<file path="config.mk">
export PLATFORM = sky130hd
export DESIGN_NAME = uart_tx
export DESIGN_NICKNAME = d
export VERILOG_FILES = /design/src/rtl/uart_pkg.sv /design/src/rtl/uart_baud_gen.sv /design/src/rtl/uart_tx.sv
export SDC_FILE = /design/constraint.sdc
export NUM_CORES = 1
export LEC_CHECK = 0
export CAP_MARGIN = 10
export CORE_MARGIN = 3
export CORE_UTILIZATION = 50
export DETAILED_ROUTE_END_ITERATION = 6
export GPL_ROUTABILITY_DRIVEN = 0
export GPL_TIMING_DRIVEN = 0
export HOLD_SLACK_MARGIN = 0.1
export PLACE_DENSITY_LB_ADDON = 0.3
export SYNTH_ARGS = -nofsm -noshare
export SYNTH_HDL_FRONTEND = slang
export SYNTH_SLANG_ARGS = --single-unit
</file>
<file path="constraint.sdc">
create_clock -name Clk -period 4 [get_ports Clk]
set_clock_uncertainty 0.2 [all_clocks]
set_input_delay 1.2 -clock Clk [delete_from_list [all_inputs] [get_ports Clk]]
set_output_delay 1.2 -clock Clk [all_outputs]
set_load 0.02 [all_outputs]
</file>
<file path="src/rtl/uart_pkg.sv">
// Shared UART definitions: transmitter state encoding, line levels and parity helper.
// Line-level constants are also used by the receive path.
package uart_pkg;

    localparam int unsigned MAX_DATA_BITS = 9;
    localparam int unsigned BIT_CNT_W     = 4;

    localparam logic LINE_IDLE   = 1'b1;
    localparam logic START_LEVEL = 1'b0;
    localparam logic STOP_LEVEL  = 1'b1;

    typedef enum logic [2:0] {
        IDLE,
        START,
        DATA,
        PARITY,
        STOP
    } tx_state_t;

    // Unused upper bits must be zero so they do not disturb the XOR.
    function automatic logic parity_calc(input logic [MAX_DATA_BITS-1:0] data,
                                         input logic                     odd);
        return (^data) ^ odd;
    endfunction

endpackage

</file>
<file path="src/rtl/uart_baud_gen.sv">
// Bit-period divider: Bit_Tick marks the last clock of each serial bit.
// Dropping En clears the count so every frame starts on a full bit period.
module uart_baud_gen #(
    parameter int unsigned CLKS_PER_BIT = 16
) (
    input  logic Clk,
    input  logic Rst,
    input  logic En,
    output logic Bit_Tick
);

    localparam int unsigned     CNT_W = (CLKS_PER_BIT > 1) ? $clog2(CLKS_PER_BIT) : 1;
    localparam logic [CNT_W-1:0] LAST = CNT_W'(CLKS_PER_BIT - 1);

    logic [CNT_W-1:0] cnt;

    always_ff @(posedge Clk or posedge Rst) begin
        if (Rst) begin
            cnt <= '0;
        end else if (!En || cnt == LAST) begin
            cnt <= '0;
        end else begin
            cnt <= cnt + CNT_W'(1);
        end
    end

    assign Bit_Tick = En && (cnt == LAST);

endmodule

</file>
<file path="src/rtl/uart_tx.sv">
// UART transmitter: accepts a word over valid/ready and shifts out start,
// LSB-first data, optional parity and stop bit(s) with a one-cycle done pulse.
module uart_tx
    import uart_pkg::*;
#(
    parameter int unsigned DATA_BITS    = 8,
    parameter int unsigned CLKS_PER_BIT = 16,
    parameter int unsigned PARITY_EN    = 0,
    parameter int unsigned PARITY_ODD   = 0,
    parameter int unsigned STOP_BITS    = 1
) (
    input  logic                 Clk,
    input  logic                 Rst,
    input  logic [DATA_BITS-1:0] Tx_Data,
    input  logic                 Tx_Valid,
    output logic                 Tx_Ready,
    input  logic                 BIST_Mode,
    output logic                 Tx_Serial,
    output logic                 Tx_Busy,
    output logic                 Tx_Done
);

    localparam logic [BIT_CNT_W-1:0] LAST_DATA = BIT_CNT_W'(DATA_BITS - 1);
    localparam logic [BIT_CNT_W-1:0] LAST_STOP = BIT_CNT_W'(STOP_BITS - 1);

    tx_state_t              state, state_next;
    logic [DATA_BITS-1:0]   shift_reg, shift_next;
    logic [BIT_CNT_W-1:0]   bit_cnt, bit_cnt_next;
    logic                   parity_bit, parity_next;
    logic                   serial_next, busy_next, done_next;
    logic                   bit_tick;
    logic                   accept;

    assign Tx_Ready = (state == IDLE) && !BIST_Mode;
    assign accept   = Tx_Valid && Tx_Ready;

    uart_baud_gen #(
        .CLKS_PER_BIT(CLKS_PER_BIT)
    ) u_baud (
        .Clk      (Clk),
        .Rst      (Rst),
        .En       (state != IDLE),
        .Bit_Tick (bit_tick)
    );

    always_comb begin
        state_next   = state;
        shift_next   = shift_reg;
        bit_cnt_next = bit_cnt;
        parity_next  = parity_bit;
        done_next    = 1'b0;

        case (state)
            IDLE: begin
                if (accept) begin
                    state_next  = START;
                    shift_next  = Tx_Data;
                    parity_next = parity_calc(MAX_DATA_BITS'(Tx_Data), PARITY_ODD != 0);
                end
            end
            START: begin
                if (bit_tick) state_next = DATA;
            end
            DATA: begin
                // shift_reg[0] is always the bit currently on the line
                if (bit_tick) begin
                    if (bit_cnt == LAST_DATA) begin
                        bit_cnt_next = '0;
                        state_next   = (PARITY_EN != 0) ? PARITY : STOP;
                    end else begin
                        bit_cnt_next = bit_cnt + BIT_CNT_W'(1);
                        shift_next   = shift_reg >> 1;
                    end
                end
            end
            PARITY: begin
                if (bit_tick) state_next = STOP;
            end
            STOP: begin
                if (bit_tick) begin
                    if (bit_cnt == LAST_STOP) begin
                        bit_cnt_next = '0;
                        state_next   = IDLE;
                        done_next    = 1'b1;
                    end else begin
                        bit_cnt_next = bit_cnt + BIT_CNT_W'(1);
                    end
                end
            end
            default: state_next = IDLE;
        endcase

        // Line level is registered, so it is derived from where the FSM is going.
        case (state_next)
            START:   serial_next = START_LEVEL;
            DATA:    serial_next = shift_next[0];
            PARITY:  serial_next = parity_next;
            STOP:    serial_next = STOP_LEVEL;
            default: serial_next = LINE_IDLE;
        endcase

        busy_next = (state_next != IDLE);
    end

    always_ff @(posedge Clk or posedge Rst) begin
        if (Rst) begin
            state      <= IDLE;
            shift_reg  <= '0;
            bit_cnt    <= '0;
            parity_bit <= 1'b0;
            Tx_Serial  <= LINE_IDLE;
            Tx_Busy    <= 1'b0;
            Tx_Done    <= 1'b0;
        end else begin
            state      <= state_next;
            shift_reg  <= shift_next;
            bit_cnt    <= bit_cnt_next;
            parity_bit <= parity_next;
            Tx_Serial  <= serial_next;
            Tx_Busy    <= busy_next;
            Tx_Done    <= done_next;
        end
    end

endmodule
</file>
After elaboration in Yosys (flattened, before gate mapping)
Index checks and enable logic that the tools add are counted.
{"block": "word_totals", "register_bits": 23, "latchBits": 0, "mem_bits_rw": 0, "romBits": 0, "in_bits": 12, "out_inout_bits": 4, "elab_cells": 63, "memories": 0}
{"block": "classes", "addsub": 2, "multipliers": 0, "n_div": 0, "order_cmp": 0, "eq_ne": 13, "n_shift": 0, "mux": 24, "bitwise_logic": 0, "reduce_logical": 15}
{"cell": "2-to-1 mux 8 bit", "n": 3}
{"cell": "2-to-1 mux 3 bit", "n": 7}
{"cell": "2-to-1 mux 4 bit", "n": 5}
{"cell": "case mux 8 bit (2 select lines)", "n": 1}
{"cell": "case mux 3 bit (5 select lines)", "n": 1}
{"cell": "equality test 3 x 2 -> 1 bit, second input constant", "n": 4}
{"cell": "XOR reduction 9 bit", "n": 1}
{"cell": "adder 4 x 1 -> 4 bit, second input constant", "n": 2}
{"cell": "inequality test 2 bit, second input constant", "n": 4}
{"cell": "case mux 4 bit (2 select lines)", "n": 1}
{"cell": "equality test 3 x 1 -> 1 bit, second input constant", "n": 2}
{"cell": "nonzero test 3 bit", "n": 2}
{"cell": "2-to-1 mux 1 bit", "n": 5}
{"cell": "equality test 4 x 3 -> 1 bit, second input constant", "n": 1}
{"cell": "equality test 4 bit, second input constant", "n": 1}
{"cell": "logical NOT 4 bit", "n": 1}
{"cell": "AND reduction 4 bit", "n": 1}
{"cell": "nonzero test 2 bit", "n": 2}
{"cell": "equality test 3 bit, second input constant", "n": 1}
{"cell": "logical AND 1 bit", "n": 3}
{"cell": "logical NOT 3 bit", "n": 1}
{"cell": "case mux 1 bit (3 select lines)", "n": 1}
{"cell": "AND reduction 3 bit", "n": 1}
{"cell": "logical NOT 1 bit", "n": 2}
{"cell": "logical OR 1 bit", "n": 1}

Longest topological paths before layout
Gate-level depths: netlist of run 1.
{"block": "depth", "depth_word": 7, "mapped_depth": 6, "mapped_depth_nobuf": 6}

By module
A second synthesis of run 1 with hierarchy kept.
{"block": "unflattened", "cells_unflattened": 112, "area_unflattened_um2": 1238.7}
{"mod": "uart_tx", "instances": 1, "cells_each": 96, "area_per_inst_um2": 1061.0, "seq_area_each_um2": 476.7}
{"mod": "uart_baud_gen", "instances": 1, "cells_each": 16, "area_per_inst_um2": 177.7, "seq_area_each_um2": 100.1}

Least setup slack after synthesis of run 1
No wires, ideal clock.
{"block": "synth_path", "path_kind": "in2out", "start": "in BIST_Mode", "end": "out Tx_Ready", "arrival_ns": 1.719, "required_time_ns": 2.600, "path_slack_ns": 0.881, "cell_stages": 1, "n_path_buf": 0, "path_cell_list": "nor4_2"}
{"block": "synth_via", "elab_chain_len": 2}
{"element": "from (decl)", "line_no": "uart_tx.sv:17", "source": "input logic BIST_Mode,"}
{"element": "logical NOT 1 bit", "line_no": "uart_tx.sv:34", "source": "assign Tx_Ready = (state == IDLE) && !BIST_Mode;"}
{"element": "logical AND 1 bit", "line_no": "uart_tx.sv:34"}
{"element": "to (decl)", "line_no": "uart_tx.sv:16", "source": "output logic Tx_Ready,"}
No other way between the ends.

Worst setup path after layout of run 1
Same ends and word-level chain as after synthesis.

==> metrics.cfg, run 1 <==
[status]
status=finished, final reports clean

[clock_network]
cts_max_level=1
clk_path_buf_depth=2
clock_latency_ps=310
clock-sinks=23
clk_pin_slew_ps=120
postCtsSetupBuffers=0
cts_tree=built
cts_buffers=3
clockRootBuffer=clkbuf_4

[synth]
syn_area_um2=1230
ys_types=40
synth_area_leaders=dfrtp_1, xnor2_1, inv_1
yosysWarningCount=0
synthFlopType=dfrtp_1
synth_edf_count=0
synth_top_area_share_pct=44.8
yosysSeqAreaShare_pct=46.9
synth-seq-cells=23
postSynthNetCount=132
yosysMostFrequentCell=dfrtp_1
synthCells=117
async_flop_share_pct=100
synth.avg_cell_area_um2=10.5
synth_commonest_cells=dfrtp_1, inv_1, xnor2_1, nor2_1, o21ai_0
yosysTopAreaCell=dfrtp_1

[drt]
vias_per_cell=5.63
drtIter0Drc=13
routed-via-count=924
first_pass_iters=4
drc=0
drtAntennaViolNets=0
post_drt_wl_per_cell_um=13.9
drt_wl_total_um=2280

[sta]
fin_crit_ps=3600
slew-limit-headroom_pct=42.9
finalHoldViolCount=0
setup_viol=0
fmax_mhz=278
rsz0062_at_grt=false
whs_ps=269
tightest_slew_ps=856
period_share_pct=90.1
fin_setup_tns_ps=0
slew_violations=0

[global_route]
grt_max_degree=24
grt_pass1_vias=911
grt_pass1_wl_um=3960
grt_remaining_overflow=0
track_usage_pct=16.0
antenna_found_initial=0

[critical_path]
arrival_ps=2200
timing_worst_setup_path_type=primary input to output port
crit_path_end_kind=output port
cp_max_fo=3
cp-start-kind=primary input
worstPathRequired_ps=2600

[cells_and_area]
final_util_pct=63.4
drive_above_1_share_pct=14.0
finalNonFillerCells=164
largest_reg_flops=8
seq_area_um2=577
diodes=0
syn2layout_area_growth_pct=17.4
multi_input_area_um2=568
nFillCells=191
final_nets=152

[pwr]
power_uw=790
p_sw_share_pct=36.4
p_int_uw=502
power_density_nw_per_um2=547
vdd_drop_max_v=0.000404
p_seq_share_pct=48.1
clkPwrFrac_pct=13.6
power_switching_uw=288
leakage_uw=0.000616
combPwrFrac_pct=38.3

[floorplanning]
start_util_pct=54.0
die_h_um=55.6
die_x_um=55.6
io_pins=16
core_area_um2=2280
dieArea_um2=3090
num_rows=17

[worst_hold_path]
hp-class=register to register

[run]
maxCapViolCount=0

[place]
post-place-cells=160
hpwlAfterDp_um=1670
io_buffers=15

cells by family (layout without fill, tap and decap cells):
family	after synthesis	count (layout)	synth area share, %
AO/OA/AOI/OAI	27	27	15.7
XOR/XNOR	12	12	8.55
adder cells (fa/ha/maj)	3	3	3.05
flip-flops	23	23	46.9
AND/OR/NAND/NOR	36	36	18.9
buffers and inverters	16	35	6.92
per-layer routing:
metal | GRT usage (%) | up-vias | routed length [um]
li1 | - | 451 | -
met1 | 20.7 | 452 | 1070
met2 | 25.5 | 15 | 1110
met3 | 2.78 | 6 | 63
met4 | 8.68 | 0 | 42
met5 | 0 | - | 0
final timing paths:
| kind | startpoint | end | slack, ps | cells past startpoint |
|---|---|---|---|---|
| hold reg to reg | u_baud.cnt[0] | u_baud.cnt[0] | 270 | 1 |
| max in group asynchronous | Rst | u_baud.cnt[2] | 1930 | 2 |
| min in group asynchronous | Rst | state[0] | 1150 | 2 |
| hold / removal | u_baud.cnt[0] | u_baud.cnt[0] | 270 | 1 |
| setup / recovery | BIST_Mode | Tx_Ready | 400 | 3 |
| setup reg to reg | bit_cnt[0] | Tx_Serial | 1900 | 6 |
critical path, cell delays in order:
cell             delay [ps]
clkdlybuf4s50_1         420
nor4_2                  300
dlymetal6s2s_1          280
stage by stage:
stage                     instance area [um^2]  worst slack, ps
after floorplan                           1230              881
after global placement                    1420             17.9
after detailed placement                  1420             14.7
after CTS                                 1440             11.0
after global routing                      1440              386
final                                     1440              397
cell usage in the layout (no fill, tap or decap), drive strengths merged:
cell,Yosys,routed
clkdlybuf4s50,0,14
a21oi,2,2
and2,1,1
and3,2,2
nor2b,1,1
o41ai,1,1
ha,3,3
a31oi,2,2
or4,1,1
o21a,1,1
nor2,8,8
nand3,4,4
nor3,2,2
dlymetal6s2s,0,1
o21ai,9,9
o31ai,1,1
nor4b,1,1
and3b,1,1
nor3b,2,2
dfstp,1,1
a32oi,1,1
nand4,1,1
clkbuf,1,5
or2b,1,1
or3,1,1
xor2,2,2
inv,13,13
nor4,3,3
a22oi,5,5
nand2b,1,1
dfrtp,22,22
xnor2,10,10
buf,2,2
o32a,2,2
o221ai,1,1
a21o,1,1
a32o,1,1
nand2,6,6
final cells by class:
class | count | share of cell area (%)
Clock buffer | 4 | 1.82
Sequential cell | 23 | 39.9
Inverter | 13 | 3.38
Tap cell | 28 | 2.43
Timing Repair Buffer | 15 | 10.6
Buffer | 3 | 2.51
Multi-Input combinational cell | 78 | 39.3
what timing repair did:
action	in CTS	in global routing
hold buffers	0	0
resized for setup	0	1
setup endpoints to repair	0	1
power groups by stage:
| stage | combinational (uW) | clock (uW) | sequential, uW |
|---|---|---|---|
| after floorplan | 215 | 0 | 383 |
| after global placement | 294 | 0 | 381 |
| after detailed placement | 303 | 0 | 384 |
| after CTS | 307 | 112 | 380 |
| after global routing | 341 | 120 | 390 |
| final | 302 | 107 | 380 |
No activity file was read; power rests on OpenSTA's default activity.
==> inputs of run 2 (changes only) <==
--- a/config.mk
+++ b/config.mk
@@ -6,8 +6,10 @@
 export NUM_CORES = 1
 export LEC_CHECK = 0
 export CAP_MARGIN = 10
+export CELL_PAD_IN_SITES_DETAIL_PLACEMENT = 0
+export CELL_PAD_IN_SITES_GLOBAL_PLACEMENT = 1
 export CORE_MARGIN = 3
-export CORE_UTILIZATION = 50
+export CORE_UTILIZATION = 45
 export DETAILED_ROUTE_END_ITERATION = 6
 export GPL_ROUTABILITY_DRIVEN = 0
 export GPL_TIMING_DRIVEN = 0
@@ -16,3 +18,4 @@
 export SYNTH_ARGS = -nofsm -noshare
 export SYNTH_HDL_FRONTEND = slang
 export SYNTH_SLANG_ARGS = --single-unit
+export TNS_END_PERCENT = 1
==> metrics.cfg, run 2 (synthesis gave the netlist of run 1 again) <==
[cells_and_area]
diodes=0  ; unchanged
nFillCells=235  ; +23%
seq_area_um2=577  ; unchanged
multi_input_area_um2=568  ; unchanged
final_nets=152  ; unchanged
final_util_pct=56.8  ; -6.6 points
syn2layout_area_growth_pct=17.6
mostFrequentLayoutCell=dfrtp_1
drive_above_1_share_pct=14.0  ; unchanged
final_cell_mix=dfrtp_1, clkdlybuf4s50_1, inv_1, xnor2_1
largest_reg_flops=8  ; unchanged

[sta]
fmax_mhz=280  ; +0.87%
fin_ws_ps=428  ; +31.0 ps
whs_ps=268  ; -0.476 ps
rsz0062_at_grt=false
fin_setup_tns_ps=0  ; unchanged
fin_crit_ps=3570  ; -31.0 ps
finalHoldViolCount=0  ; unchanged
tightest_slew_ps=842  ; -14.4 ps
slew-limit-headroom_pct=43.8  ; +0.96 points
period_share_pct=89.3  ; -0.77 points
slew_violations=0  ; unchanged
setup_viol=0  ; unchanged

[critical_path]
arrival_ps=2170  ; -30 ps
crit_slowest_cell=clkdlybuf4s50_1
worstPathRequired_ps=2600  ; about the same
crit_path_end_kind=output port
timing_worst_setup_path_type=primary input to output port
cp-start-kind=primary input
cpPeakStageDelay_ps=410  ; about the same
crit_chain=clkdlybuf4s50_1 > nor4_2 > dlymetal6s2s_1
cp_max_fo=3  ; unchanged

[clock_network]
cts_tree=built
cts_max_level=1  ; unchanged
clk_path_buf_depth=2  ; unchanged
clock_latency_ps=310  ; about the same
cts_buffers=3  ; unchanged
clockRootBuffer=clkbuf_4
clk_pin_slew_ps=110  ; about the same
clock-sinks=23  ; unchanged
cts_hold_buf=0  ; unchanged

[worst_hold_path]
hp-class=register to register

[global_route]
track_usage_pct=15.5  ; -0.55 points
grt_pass1_vias=938  ; +3.0%
grt_pass1_wl_um=4190  ; +5.8%
grt_remaining_overflow=0  ; unchanged
grt_max_degree=24  ; unchanged
antenna_found_initial=0  ; unchanged

[place]
hpwlAfterDp_um=1730  ; +3.3%
place_worst_setup_slack_ps=32.6  ; +17.9 ps
io_buffers=15  ; unchanged

[drt]
post_drt_wl_per_cell_um=14.0  ; +0.44%
drtIter0Drc=44  ; +31
drc=0  ; unchanged
routed-via-count=920  ; -0.43%
first_pass_iters=4  ; unchanged
drt_wl_total_um=2320  ; +1.7%
drtAntennaViolNets=0  ; unchanged
vias_per_cell=5.54  ; -1.6%

[floorplanning]
num_rows=18  ; +1
die_h_um=58.3  ; +4.8%
core_area_um2=2540  ; +12%
start_util_pct=48.3  ; -5.7 points
die_x_um=58.3  ; +4.8%
dieArea_um2=3400  ; +9.9%
io_pins=16  ; unchanged

[status]
status=finished, final reports clean

[pwr]
power_density_nw_per_um2=547  ; about the same
vdd_drop_max_v=0.000349  ; -14%
leakage_uw=0.000616  ; unchanged
power_uw=791  ; +0.11%

[run]
maxCapViolCount=0  ; unchanged

==> run 2: metrics by stage <==
stage	cells	cell area [um^2]
final	166	1450
after CTS	166	1440
after detailed placement	162	1420
after global routing	166	1450
after global placement	162	1420
after floorplan	117	1230
==> run 2: path summary, 6_finish.rpt <==
kind | slack (ps) | cells past startpoint | from | end
max | 430 | 3 | BIST_Mode | Tx_Ready
min | 270 | 1 | u_baud.cnt[0] | u_baud.cnt[0]
max reg2reg | 1950 | 6 | bit_cnt[0] | Tx_Serial
min reg2reg | 270 | 1 | u_baud.cnt[0] | u_baud.cnt[0]
max in group asynchronous | 1930 | 2 | Rst | bit_cnt[3]
min in group asynchronous | 1140 | 2 | Rst | shift_reg[7]
==> run 2: what timing repair did <==
action / 4_1_cts / 5_1_grt
endpoints found under the hold margin: 0 / 0
setup endpoints to repair: 0 / 1
buffers inserted: 0 / 0
gates resized for setup: 0 / 1
==> run 2: layout make-up <==
cell class,count,share of cell area [%]
clock buffers,4,1.82
well taps,30,2.60
flip-flops and latches,23,39.9
plain buffers,3,2.51
repair buffers,15,10.6
multi-input cells,78,39.3
inverters,13,3.37
==> run 2: critical path: cells and delay by family <==
family / cells / cell delay [ps]
buf+inv: 2 / 690
simple gates: 1 / 290
==> run 2: routing by layer <==
| layer | up-vias | routed length (um) | track usage, % | part of all wire (%) |
|---|---|---|---|---|
| met3 | 4 | 80 | 2.67 | 3.4 |
| met2 | 20 | 1020 | 23.3 | 44 |
| met5 | - | 0 | 0 | 0 |
| met4 | 0 | 28 | 3.97 | 1.2 |
| met1 | 445 | 1190 | 22.9 | 51 |
| li1 | 451 | - | - | - |
==> run 2: where the power goes <==
part / switching, uW / total, uW / internal (uW)
clock: 67.1 / 106 / 38.9
sequential: 61.8 / 382 / 320
combinational: 159 / 302 / 144
==> patch: new RTL, config.mk and constraints of run 1 <==
Encoding of `tx_state_t`: now one-hot (5 bits for 5 states).
--- a/src/rtl/uart_pkg.sv
+++ b/src/rtl/uart_pkg.sv
@@ -9,12 +9,12 @@
     localparam logic START_LEVEL = 1'b0;
     localparam logic STOP_LEVEL  = 1'b1;
 
-    typedef enum logic [2:0] {
-        IDLE,
-        START,
-        DATA,
-        PARITY,
-        STOP
+    typedef enum logic [4:0] {
+        IDLE   = 5'b00001,
+        START  = 5'b00010,
+        DATA   = 5'b00100,
+        PARITY = 5'b01000,
+        STOP   = 5'b10000
     } tx_state_t;
 
     // Unused upper bits must be zero so they do not disturb the XOR.
Behaviour: same outputs for any inputs over 10 cycles, from zero or initial values and one cycle with Rst high; not proved beyond that.
==> patch against run 1 <==
Power increased by 0.64%; area after synthesis increased by 20%; wire length increased by 32%; sequential cell count increased by 2; worst hold slack improved by 25 ps; critical endpoint unchanged; critical path type unchanged; final area increased by 18%; worst setup slack got worse by 160 ps; first-iteration DRC count increased to 3.6 times the old value; highest routed layer unchanged.
==> patch: results (changes against run 1) <==
metric;value;unit;change
synth.distinct_cells;49;;+23%
syn_nets;160;;+21%
synth_seq_area_share;0.424;;-0.0450
yosys-top-cells-area;dfrtp_1 (39%), xnor2_1 (4.7%), a21o_1 (3.5%);;
met2_usage;0.290;;+0.0351
crit_fanout;3;;unchanged
grt_max_degree;26;;+8.3%
leakagePower;0.748;nW;+22%
viasPerCell;6.08;;+7.9%
pre_cts_ws;233;ps;+218 ps
grt_first_pass_wirelength;4940;um;+25%
synth.top_cells.by_count;dfrtp_1 (23), nor2_1 (12), nand2_1 (8), xnor2_1 (8);;
drtIter0Drc;47;;+34
nFillCells;245;;+28%
ir_worst_vdd;0.342;mV;-15%
nNetsFinal;180;;+18%
slew_headroom;0.360;;-0.0681
cp.arrival;2360;ps;+160 ps
hp-class;reg2reg;;
drive_above_1_share;0.140;;+0.000538
antenna_found_initial;0;;unchanged
hpwl;2150;um;+28%
numCtsBuffers;3;;unchanged
use_met1;0.232;;+0.0251
p_int;522;uW;+3.9%
wirelength;3020;um;+32%
dr.pass1.iters;4;;unchanged
clkTransAtPathRegs;140;ps;+20 ps
grt_pass1_vias;1142;;+25%
clk-insertion-delay-late;330;ps;+20 ps
r2r_cells;7;;+1
port_buffers;15;;unchanged
grt-ovfl-total;0;;unchanged
ys_warn_count;0;;unchanged
status;completed;;
grt_util_all_layers;0.183;;+0.0224
async_flop_share;1.00;;unchanged
htree_num_levels;1;;unchanged
grt_use_met3;0.0298;;+0.00195
synth_area_leader_cell;dfrtp_1;;
## patch: path summary, 6_finish.rpt
| path | start | slack, ps | to |
|---|---|---|---|
| min in group asynchronous | Rst | 1160 | shift_reg[5]$_DFFE_PP0P_ |
| worst min register to register | shift_reg[1]$_DFFE_PP0P_ | 290 | shift_reg[1]$_DFFE_PP0P_ |
| max in group asynchronous | Rst | 1850 | bit_cnt[0]$_DFFE_PP0P_ |
| worst min-delay path | shift_reg[1]$_DFFE_PP0P_ | 290 | shift_reg[1]$_DFFE_PP0P_ |
| worst max-delay path | BIST_Mode | 240 | Tx_Ready |
| worst max register to register | u_baud.cnt[0]$_DFF_PP0_ | 1870 | shift_reg[5]$_DFFE_PP0P_ |
## patch: logic make-up (layout without fill, tap and decap cells)
logic type,after synthesis,after routing,synth area share
AO/OA/AOI/OAI,39,39,0.206
XOR/XNOR,8,8,0.0473
adder cells (fa/ha/maj),3,3,0.0253
buffers and inverters,13,32,0.0541
flip-flops,25,25,0.424
multiplexers,2,2,0.0144
AND/OR/NAND/NOR,55,55,0.229
## patch: power groups by stage
stage	Combinational, mW	Clock [mW]	Sequential (mW)
after global routing	0.324	0.134	0.390
after detailed placement	0.294	0	0.389
final	0.294	0.118	0.383
after CTS	0.296	0.125	0.382
after floorplan	0.211	0	0.385
after global placement	0.285	0	0.382
## patch: per-layer routing
metal | vias up | share of wire
li1 | 573 | -
met5 | - | 0
met2 | 28 | 0.49
met1 | 577 | 0.45
met3 | 7 | 0.037
met4 | 0 | 0.025
## patch: stage by stage
step                power [mW]  hold WS, ps  cells  cell area [um^2]
floorplan                0.596          241    145              1480
global placement         0.667          260    191              1670
detailed placement       0.682          266    191              1670
CTS                      0.802          297    195              1700
global route             0.849          308    195              1700
finish                   0.795          293    195              1700
## patch: cell type report
class                   instances  area [um^2]  area share
well taps                      31         38.8      0.0229
multi-input cells             107          773       0.456
plain buffers                   6         53.8      0.0317
inverters                       7         26.3      0.0155
clock buffers                   4         26.3      0.0155
flip-flops and latches         25          628       0.370
repair buffers                 15          150      0.0885
## patch: worst max-delay path, stage by stage
cell and delay (ps):
clkdlybuf4s50_1 440, nor2_1 110, clkdlybuf4s50_1 610
